`src/rtl/reg_pipe_chain.sv`:
```
// reg_pipe_chain: elastic register chain of DEPTH stages with per-stage
// valid bits and a valid/ready handshake. Bubbles collapse; backpressure
// only stalls stages that are full. DEPTH=0 is a combinational pass-through.
module reg_pipe_chain #(
  parameter int DATAWIDTH = 18,
  parameter int DEPTH     = 2,
  parameter int CNTW      = 4
) (
  input  logic                 CLK,
  input  logic                 rst,
  input  logic                 clkenable,
  input  logic                 flush,
  input  logic                 in_valid,
  output logic                 in_ready,
  input  logic [DATAWIDTH-1:0] in1,
  output logic                 out_valid,
  input  logic                 out_ready,
  output logic [DATAWIDTH-1:0] out,
  output logic [CNTW-1:0]      count
);

  generate
    if (DEPTH == 0) begin : g_pass
      // No storage: handshake and data pass straight through, gated by enable/flush
      logic unused_clk_rst;
      assign unused_clk_rst = &{1'b0, CLK, rst};

      assign in_ready  = out_ready & clkenable & ~flush;
      assign out_valid = in_valid & clkenable & ~flush;
      assign out       = in1;
      assign count     = '0;
    end else begin : g_regs
      localparam int unsigned NST = DEPTH;

      logic [DEPTH-1:0]     v;
      logic [DATAWIDTH-1:0] d     [DEPTH];
      logic [DEPTH-1:0]     rdy;
      logic [DEPTH-1:0]     vprev;
      logic [DATAWIDTH-1:0] dprev [DEPTH];
      logic [CNTW-1:0]      cnt;

      // Ready ripples from the output back to the input; a scalar accumulator
      // avoids a self-referencing vector in the combinational loop.
      always_comb begin
        logic r;
        rdy = '0;
        r   = out_ready;
        for (int unsigned k = 0; k < NST; k++) begin
          r = ~v[NST-1-k] | r;
          rdy[NST-1-k] = r;
        end
      end

      // Upstream neighbour of each stage; stage 0 is fed by the producer
      always_comb begin
        vprev[0] = in_valid;
        dprev[0] = in1;
        for (int unsigned i = 1; i < NST; i++) begin
          vprev[i] = v[i-1];
          dprev[i] = d[i-1];
        end
      end

      // Occupancy is the population count of the valid bits
      always_comb begin
        cnt = '0;
        for (int unsigned i = 0; i < NST; i++) begin
          cnt = cnt + CNTW'(v[i]);
        end
      end

      // Stage registers: flush clears valids only; ready stages take upstream
      always_ff @(posedge CLK or posedge rst) begin
        if (rst) begin
          v <= '0;
          for (int unsigned i = 0; i < NST; i++) begin
            d[i] <= '0;
          end
        end else if (flush) begin
          v <= '0;
        end else if (clkenable) begin
          for (int unsigned i = 0; i < NST; i++) begin
            if (rdy[i]) begin
              v[i] <= vprev[i];
              if (vprev[i]) begin
                d[i] <= dprev[i];
              end
            end
          end
        end
      end

      assign in_ready  = rdy[0] & clkenable & ~flush;
      assign out_valid = v[DEPTH-1];
      assign out       = d[DEPTH-1];
      assign count     = cnt;
    end
  endgenerate

endmodule

```
`config.mk`:
```
export PLATFORM = sky130hd
export DESIGN_NAME = reg_pipe_chain
export DESIGN_NICKNAME = d
export VERILOG_FILES = /design/src/rtl/reg_pipe_chain.sv
export SDC_FILE = /design/constraint.sdc
export NUM_CORES = 1
export LEC_CHECK = 0
export BUFFER_PORTS_ARGS = -buffer_cell sky130_fd_sc_hd__buf_2
export CAP_MARGIN = 20
export CORE_MARGIN = 4
export CORE_UTILIZATION = 32
export DETAILED_ROUTE_END_ITERATION = 12
export GPL_TIMING_DRIVEN = 0
export SLEW_MARGIN = 20
export SYNTH_ARGS = -nofsm -noshare
export SYNTH_HDL_FRONTEND = slang
export SYNTH_SLANG_ARGS = --single-unit
```
`constraint.sdc`:
```
create_clock -name CLK -period 1.95 [get_ports CLK]
set_clock_uncertainty 0.1 [all_clocks]
set_input_delay 0.0975 -clock CLK [delete_from_list [all_inputs] [get_ports CLK]]
set_output_delay 0.0975 -clock CLK [all_outputs]
set_load 0.02 [all_outputs]
```
# Yosys cells after proc, flatten, opt, wreduce, memory -nomap -nowiden
# Cells that the tools add are included.
dict set report totals {
  ff_bits 38
  latchBits 0
  ram_bits 0
  mem_bits_ro 0
  inputBits 24
  wordCells 23
  n_memories 0
}
dict set report classes {
  n_addsub 1
  multipliers 0
  div 0
  magnitude_cmp 0
  eq_ne 0
  shifts 0
  muxes 4
  bitwise 7
  n_reduce_logical 7
}
# op count
set op_table {}
lappend op_table {{$reduce_and A4 Y1} 2}
lappend op_table {{$reduce_bool A2 Y1} 3}
lappend op_table {{$mux W2} 2}
lappend op_table {{$reduce_and A2 Y1} 2}
lappend op_table {{$not A1 Y1} 3}
lappend op_table {{$add A1 B1 Y2} 1}
lappend op_table {{$and A1 B1 Y1} 2}
lappend op_table {{$mux W1} 2}
lappend op_table {{$or A1 B1 Y1} 2}

# Logic depth before layout (Yosys ltp)
# Gate-level depths: netlist of the first run.
dict set report depth {
  ltp_word 6
  ltp_mapped 5
  ltp_nobuf 3
}

# Worst setup path before layout of the first run
# Ideal clock, no wire load.
dict set report synth_path {
  kind {reg2reg}
  startpoint {register g_regs.v[1]}
  endpoint {register g_regs.d[22] in the netlist's numbering}
  t_arrival_ns 1.610
  required_time_ns 1.725
  slack_ns 0.115
  stages_incl_launch_ff 5
  path_buffers 1
  cell_sequence {dfrtp_1 > nor2b_2 > a211oi_4 > buf_12 > mux2_4}
}
dict set report synth_via {
  elab_chain_len 4
}
# element line
set synth_lines {}
lappend synth_lines {{start, declared} 35} ;# logic [DEPTH-1:0] v;
lappend synth_lines {{start signal, assigned by index} 84} ;# v[i] <= vprev[i];
lappend synth_lines {{$not A1 Y1} 49} ;# r = ~v[NST-1-k] | r;
lappend synth_lines {{$or A1 B1 Y1 (2 in series)} 49}
lappend synth_lines {{$reduce_and A4 Y1 (no line)} -}
lappend synth_lines {{end signal, assigned by index} 86} ;# d[i] <= dprev[i];
lappend synth_lines {{end, declared} 36} ;# logic [DATAWIDTH-1:0] d [DEPTH];
# No other way between the ends.
# A chain may end at the register's enable or synchronous reset.

# Worst setup path after layout of the first run
dict set report layout_path {
  startpoint {register g_regs.v[1]}
  endpoint {register g_regs.d, in the netlist out[7]}
}
dict set report layout_via {
  elab_chain_len 3
}
# element line
set layout_lines {}
lappend layout_lines {{$not A1 Y1} 49}
lappend layout_lines {{$or A1 B1 Y1} 49}
lappend layout_lines {{$reduce_and A4 Y1 (no line)} -}
# No other way between the ends.

==> results of run 1 <==
## timing repair
item,CTS,global route
pin swaps,1,1
hold endpoints to repair,58,0
buffers inserted,0,4
hold buffers,21,0
endpoints found under the setup margin,10,10
## tightest hold or removal path: stages
cell and delay (ns):
buf_2 0.11, nand2_1 0.05, a22oi_1 0.05, nor2_1 0.08
## power by group through the flow
stage	combinational [mW]	sequential [mW]	clock [mW]
2_1_floorplan	0.643	1.09	0
3_3_place_gp	0.822	1.11	0
3_5_place_dp	0.830	1.12	0
4_1_cts	0.866	1.11	0.633
5_1_grt	0.924	1.13	0.655
6_report	0.855	1.10	0.607
## placed cells by master, fill, tap and decap left out
cell type / instances
buf_2: 45
dfrtp_1: 38
buf_4: 26
mux2_2: 26
dlygate4sd3_1: 21
mux2_4: 10
clkbuf_8: 8
inv_1: 2
a21oi_1: 2
nand2_1: 2
conb_1: 2
nor2b_2: 1
nand2b_2: 1
a211oi_4: 1
buf_12: 1
nor3b_1: 1
inv_2: 1
o21ai_0: 1
a22oi_1: 1
nor2_1: 1
ha_1: 1
## path summary, 6_finish.rpt
path                         startpoint           to  slack, ns  cells past startpoint
min in group asynchronous           rst       out[8]       0.41                      3
max in group asynchronous           rst       out[3]       0.85                      3
hold / removal                out_ready  g_regs.v[1]       0.05                      4
setup reg to reg            g_regs.v[1]       out[7]       0.14                      5
setup / recovery            g_regs.v[1]       out[7]       0.14                      5
hold reg to reg            g_regs.d[21]       out[3]       0.40                      1
## metrics by stage
step / util [%] / instances
after floorplan: - / 114
after global placement: 39.2 / 229
after detailed placement: 39.2 / 229
after CTS: 45.5 / 258
after global routing: 46.1 / 262
final: 46.1 / 262
## metal layers
layer	GRT usage (%)	vias up
li1	-	511
met1	11.4	517
met2	16.8	38
met3	3.03	8
met4	4.05	0
met5	0	-
## cells by family after synthesis
logic type      Yosys count  synth area share (%)
flops                    38                  56.4
mux                      36                  26.3
buf+inv                  26                  11.7
simple gates              6                  2.15
compound gates            5                  2.52
fa+ha+maj                 1                 0.742
other cells               1                 0.223
## final cells by class
| cell class | instances | area (um2) | share of cell area, % |
|---|---|---|---|
| Sequential cell | 38 | 951 | 40.4 |
| Multi-Input combinational cell | 50 | 542 | 23.0 |
| Timing Repair Buffer | 70 | 465 | 19.8 |
| Buffer | 23 | 185 | 7.87 |
| Clock buffer | 8 | 110 | 4.68 |
| Tap cell | 70 | 87.6 | 3.72 |
| Inverter | 3 | 11.3 | 0.479 |
## state kept, by name (all words and copies together), names as in the netlist
signal / flops
g_regs.v: 2
g_regs.d: 18
out: 18
==> results.py, run 1 <==
metrics = {
    "status": {
        "status": "completed",
    },
    "route": {
        "first_pass_iters": 2,
        "via_per_inst": 4.10,
        "m1WireLength_um": 1310,
        "routed_wl_um": 3030,
        "post-route-drc-count": 0,
        "drt_first_iter_violations": 15,
        "ant_nets": 0,
        "drt-wirelength-per-cell_um": 11.5,
        "dr.max_layer_used": "met4",
        "route.met2.wl_um": 1490,
        "vias": 1074,
        "wl_met3_um": 186,
    },
    "power_and_ir_drop": {
        "p_clk_share_pct": 23.7,
        "netSwitchingFraction_pct": 28.0,
        "peakVddDrop_v": 0.000462,
        "combPwrFrac_pct": 33.3,
        "total_power_mw": 2.57,
        "p_sw_uw": 719,
        "power.leakage_nw": 1.16,
        "p_int_mw": 1.85,
        "power.density_mw_per_mm2": 1090,
        "seqPwrFrac_pct": 43.0,
    },
    "timing": {
        "tightest_slew_ns": 0.776,
        "fmax_ghz": 0.552,
        "rsz0062_at_grt": "no",
        "final_hold_viol_count": 0,
        "setup_ws_ns": 0.137,
        "fin_tns_setup_ns": 0,
        "whs_ns": 0.0526,
        "layout_min_cycle_time_ns": 1.81,
        "setup_viol": 0,
        "slew_viol_final": 0,
        "fin_crit_sh_pct": 93.0,
        "relSlewSlack_pct": 48.2,
    },
    "floorplan": {
        "fp.dieW_um": 80.6,
        "die-height_um": 80.6,
        "dieArea_mm2": 0.00649,
        "rows": 26,
        "start_util_pct": 33.0,
        "coreArea_mm2": 0.00511,
        "pin_count": 48,
    },
    "clock_network": {
        "clk_pin_slew_ns": 0.07,
        "cts.path.max_buffers": 2,
        "cts_sinks": 38,
        "cts_resized": 0,
        "clk-insertion-delay-late_ns": 0.28,
        "cts_tree": "yes",
        "htree_levels": 2,
        "root_buffer": "clkbuf_8",
        "cts_inserted_buffers": 5,
    },
    "setup_path": {
        "crit_fanout": 10,
        "critPathSlowestCell": "dfrtp_1",
        "critical-path-top-delay-family": "buffers and inverters",
        "critical_path_class": "reg2reg",
        "start_kind": "flip-flop",
        "worst-endpoint-required_ns": 2.01,
        "path_cells": "nor2b_2 -> nor3b_1 -> buf_4 -> buf_4 -> mux2_2",
        "worstPathArrival_ns": 1.88,
        "worst_setup_path_end_kind": "flip-flop",
        "critPathBufInv": 2,
        "slowest_delay_ns": 0.42,
        "cp_common_cell": "buf_4",
    },
    "final_layout": {
        "nFillCells": 471,
        "stdcell_area_mm2": 0.00235,
        "area_growth_pct": 39.6,
        "diodes": 0,
        "layout.nets": 216,
        "drive_gt1_share_pct": 62.5,
    },
    "logic_synthesis": {
        "yosysMostFrequentCell": "dfrtp_1",
        "ys_async_sr_fraction_pct": 100,
        "yosys.cell_types.count": 17,
        "ys_ff_latch": 38,
        "ys.flop_type": "dfrtp_1",
        "synth_area_mm2": 0.00169,
        "synth_top_area_cell": "dfrtp_1",
        "synth_top_area_share_pct": 56.4,
        "syn_area_per_cell_um2": 14.9,
        "synth_cells": 113,
        "synth_area_leaders": "dfrtp_1 (56%), mux2_2 (17%), buf_4 (9.8%)",
        "synth_warnings": 0,
        "synth_edf_count": 0,
        "synth_common_cells": "dfrtp_1 (38), mux2_2 (26), buf_4 (22)",
        "seq_area_frac_synth_pct": 56.4,
    },
    "global_route": {
        "grt_pass1_wl_um": 4730,
        "grt_pass1_vias": 1064,
        "antenna_found_initial": 0,
        "overflow": 0,
        "grt_max_degree": 39,
        "track_usage_pct": 9.84,
    },
    "placed_design": {
        "portBuffers": 45,
        "globalplace.congestion": 0.678,
        "place_area_mm2": 0.00200,
        "hpwl_um": 2140,
        "place_ws_ns": 0.000165,
    },
    "run": {
        "max_cap_violations": 0,
    },
    "worst_hold_path": {
        "hold_class": "in2reg",
    },
}
(Power assumes the default switching activity.)
==> run 2, diff against run 1 <==
--- a/config.mk
+++ b/config.mk
@@ -7,7 +7,6 @@
 export LEC_CHECK = 0
 export BUFFER_PORTS_ARGS = -buffer_cell sky130_fd_sc_hd__buf_2
 export CAP_MARGIN = 20
-export CORE_MARGIN = 4
 export CORE_UTILIZATION = 32
 export DETAILED_ROUTE_END_ITERATION = 12
 export GPL_TIMING_DRIVEN = 0
==> run 2 against run 1 <==
Net effect:
- register-to-register slack about the same
- critical path type is now in2reg
- worst hold slack better by 0.039 ns
- largest cell class unchanged
- sequential cell count unchanged
- final area down 1.5%
- clock-buffer cell count down 1
- final cell count down 1.1%
- total power down 4.7%
==> results.py, run 2 (synthesis gave the netlist of run 1 again) <==
metrics = {
    "setup_path": {
        "rr_worst_depth": 5,
        "path_cells": "dlygate4sd3_1 -> buf_2 -> nand2b_2 -> nor3b_1 -> buf_4 -> buf_4 -> mux2_2",
        "r2r-start": "g_regs.v[1]",
        "crit_fanout": 10,
        "slowest_delay_ns": 0.53,
        "critPathSlowestCell": "dlygate4sd3_1",
        "start_kind": "input pin",
        "worstSetupStartpoint": "flush",
        "rrSetupSlack_ns": 0.13,
        "worst_setup_path_end_kind": "flip-flop",
        "worst-endpoint-required_ns": 2.01,
        "endpoint": "out[2]",
        "r2r-end": "out[2]",
        "critical_path_class": "in2reg",
        "cp_common_cell": "buf_4",
        "worstPathArrival_ns": 1.94,
    },
    "route": {
        "drt_first_iter_violations": 29,
        "post-route-drc-count": 0,
        "routed_wl_um": 3050,
        "via_per_inst": 4.22,
        "ant_nets": 0,
        "drt-wirelength-per-cell_um": 11.8,
        "first_pass_iters": 4,
        "vias": 1093,
    },
    "placed_design": {
        "dp.cells": 229,
        "place_ws_ns": -0.0169,
        "globalplace.congestion": 0.661,
        "portBuffers": 45,
    },
    "timing": {
        "fmax_ghz": 0.532,
        "slew_viol_final": 0,
        "layout_min_cycle_time_ns": 1.88,
        "whs_ns": 0.0917,
        "fin_tns_setup_ns": 0,
        "setup_ws_ns": 0.0713,
        "tightest_slew_ns": 0.760,
        "fin_crit_sh_pct": 96.3,
        "setup_viol": 0,
        "final_hold_viol_count": 0,
        "relSlewSlack_pct": 49.3,
        "rsz0062_at_grt": "no",
    },
    "clock_network": {
        "clk-insertion-delay-late_ns": 0.28,
        "cts.path.max_buffers": 2,
        "cts_inserted_buffers": 5,
        "clk_pin_slew_ns": 0.07,
        "cts_tree": "yes",
        "root_buffer": "clkbuf_8",
        "cts_sinks": 38,
        "htree_levels": 2,
    },
    "worst_hold_path": {
        "hold_class": "in2reg",
    },
    "global_route": {
        "antenna_found_initial": 0,
        "grt_max_degree": 39,
        "grt_pass1_wl_um": 5230,
        "track_usage_pct": 12.8,
        "overflow": 0,
        "grt_pass1_vias": 1109,
    },
    "final_layout": {
        "seqCellArea_um2": 951,
        "multiInputGateArea_um2": 542,
        "area_growth_pct": 37.4,
        "final_util_pct": 45.6,
        "finalNonFillerCells": 259,
        "diodes": 0,
        "nFillCells": 493,
        "drive_gt1_share_pct": 60.8,
        "layout_common_cells": "buf_2 (45), dfrtp_1 (38), mux2_2 (26)",
        "final_common_cell": "buf_2",
        "layout.nets": 214,
    },
    "power_and_ir_drop": {
        "power.leakage_nw": 1.14,
        "power.density_mw_per_mm2": 1060,
        "peakVddDrop_v": 0.000434,
    },
    "floorplan": {
        "rows": 26,
        "coreArea_mm2": 0.00507,
        "start_util_pct": 33.2,
        "pin_count": 48,
        "die-height_um": 74.6,
        "fp.dieW_um": 74.6,
        "dieArea_mm2": 0.00556,
    },
    "status": {
        "status": "completed",
    },
    "run": {
        "max_cap_violations": 0,
    },
}
-- run 2: where the power goes --
part	switching, mW	internal [mW]	total (mW)	leakage [nW]
Clock	0.238	0.246	0.484	0.0383
Combinational	0.359	0.492	0.851	0.638
Sequential	0.112	1.00	1.11	0.461
Total	0.709	1.74	2.45	1.14
-- run 2: per-stage QoR --
step	power (mW)	cell area (um2)
after CTS	2.49	2320
final	2.45	2320
after floorplan	1.73	1690
after global placement	1.92	2000
after detailed placement	1.95	2000
after global routing	2.62	2320
-- run 2: worst max-delay path, delay by kind of cell --
family	cells	cell delay [ns]
and+or+nand+nor	2	0.40
muxes	1	0.35
buffers and inverters	4	1.10
-- run 2: timing repair --
item                                    4_1_cts  5_1_grt
hold endpoints to repair                     58        0
gates resized for setup                       0        0
endpoints found under the setup margin       10        0
hold buffers                                 21        0
setup buffers                                 2        0
-- run 2: cell type report --
| class | instances | share of cell area, % |
|---|---|---|
| Buffer | 23 | 8.00 |
| Clock buffer | 7 | 3.30 |
| Inverter | 3 | 0.486 |
| Multi-Input combinational cell | 50 | 23.4 |
| Sequential cell | 38 | 41.1 |
| Tap cell | 70 | 3.78 |
| Timing Repair Buffer | 68 | 20.0 |
-- run 2: metal layers --
layer	wire (um)	share of wire (%)	track usage (%)
met5	0	0	0
met3	151	5.0	3.79
met1	1260	41	14.8
met4	47	1.5	5.03
met2	1590	52	22.3
-- run 2: how the worst min path moves through the flow --
stage,start,end,slack (ns),cells past startpoint
2_1_floorplan,flush,g_regs.v[0],0.06,1
3_3_place_gp,flush,g_regs.v[0],0.17,2
3_5_place_dp,flush,g_regs.v[0],0.18,2
4_1_cts,clkenable,g_regs.v[1],0.07,3
5_1_grt,clkenable,g_regs.v[1],0.13,3
6_report,clkenable,g_regs.v[1],0.09,3
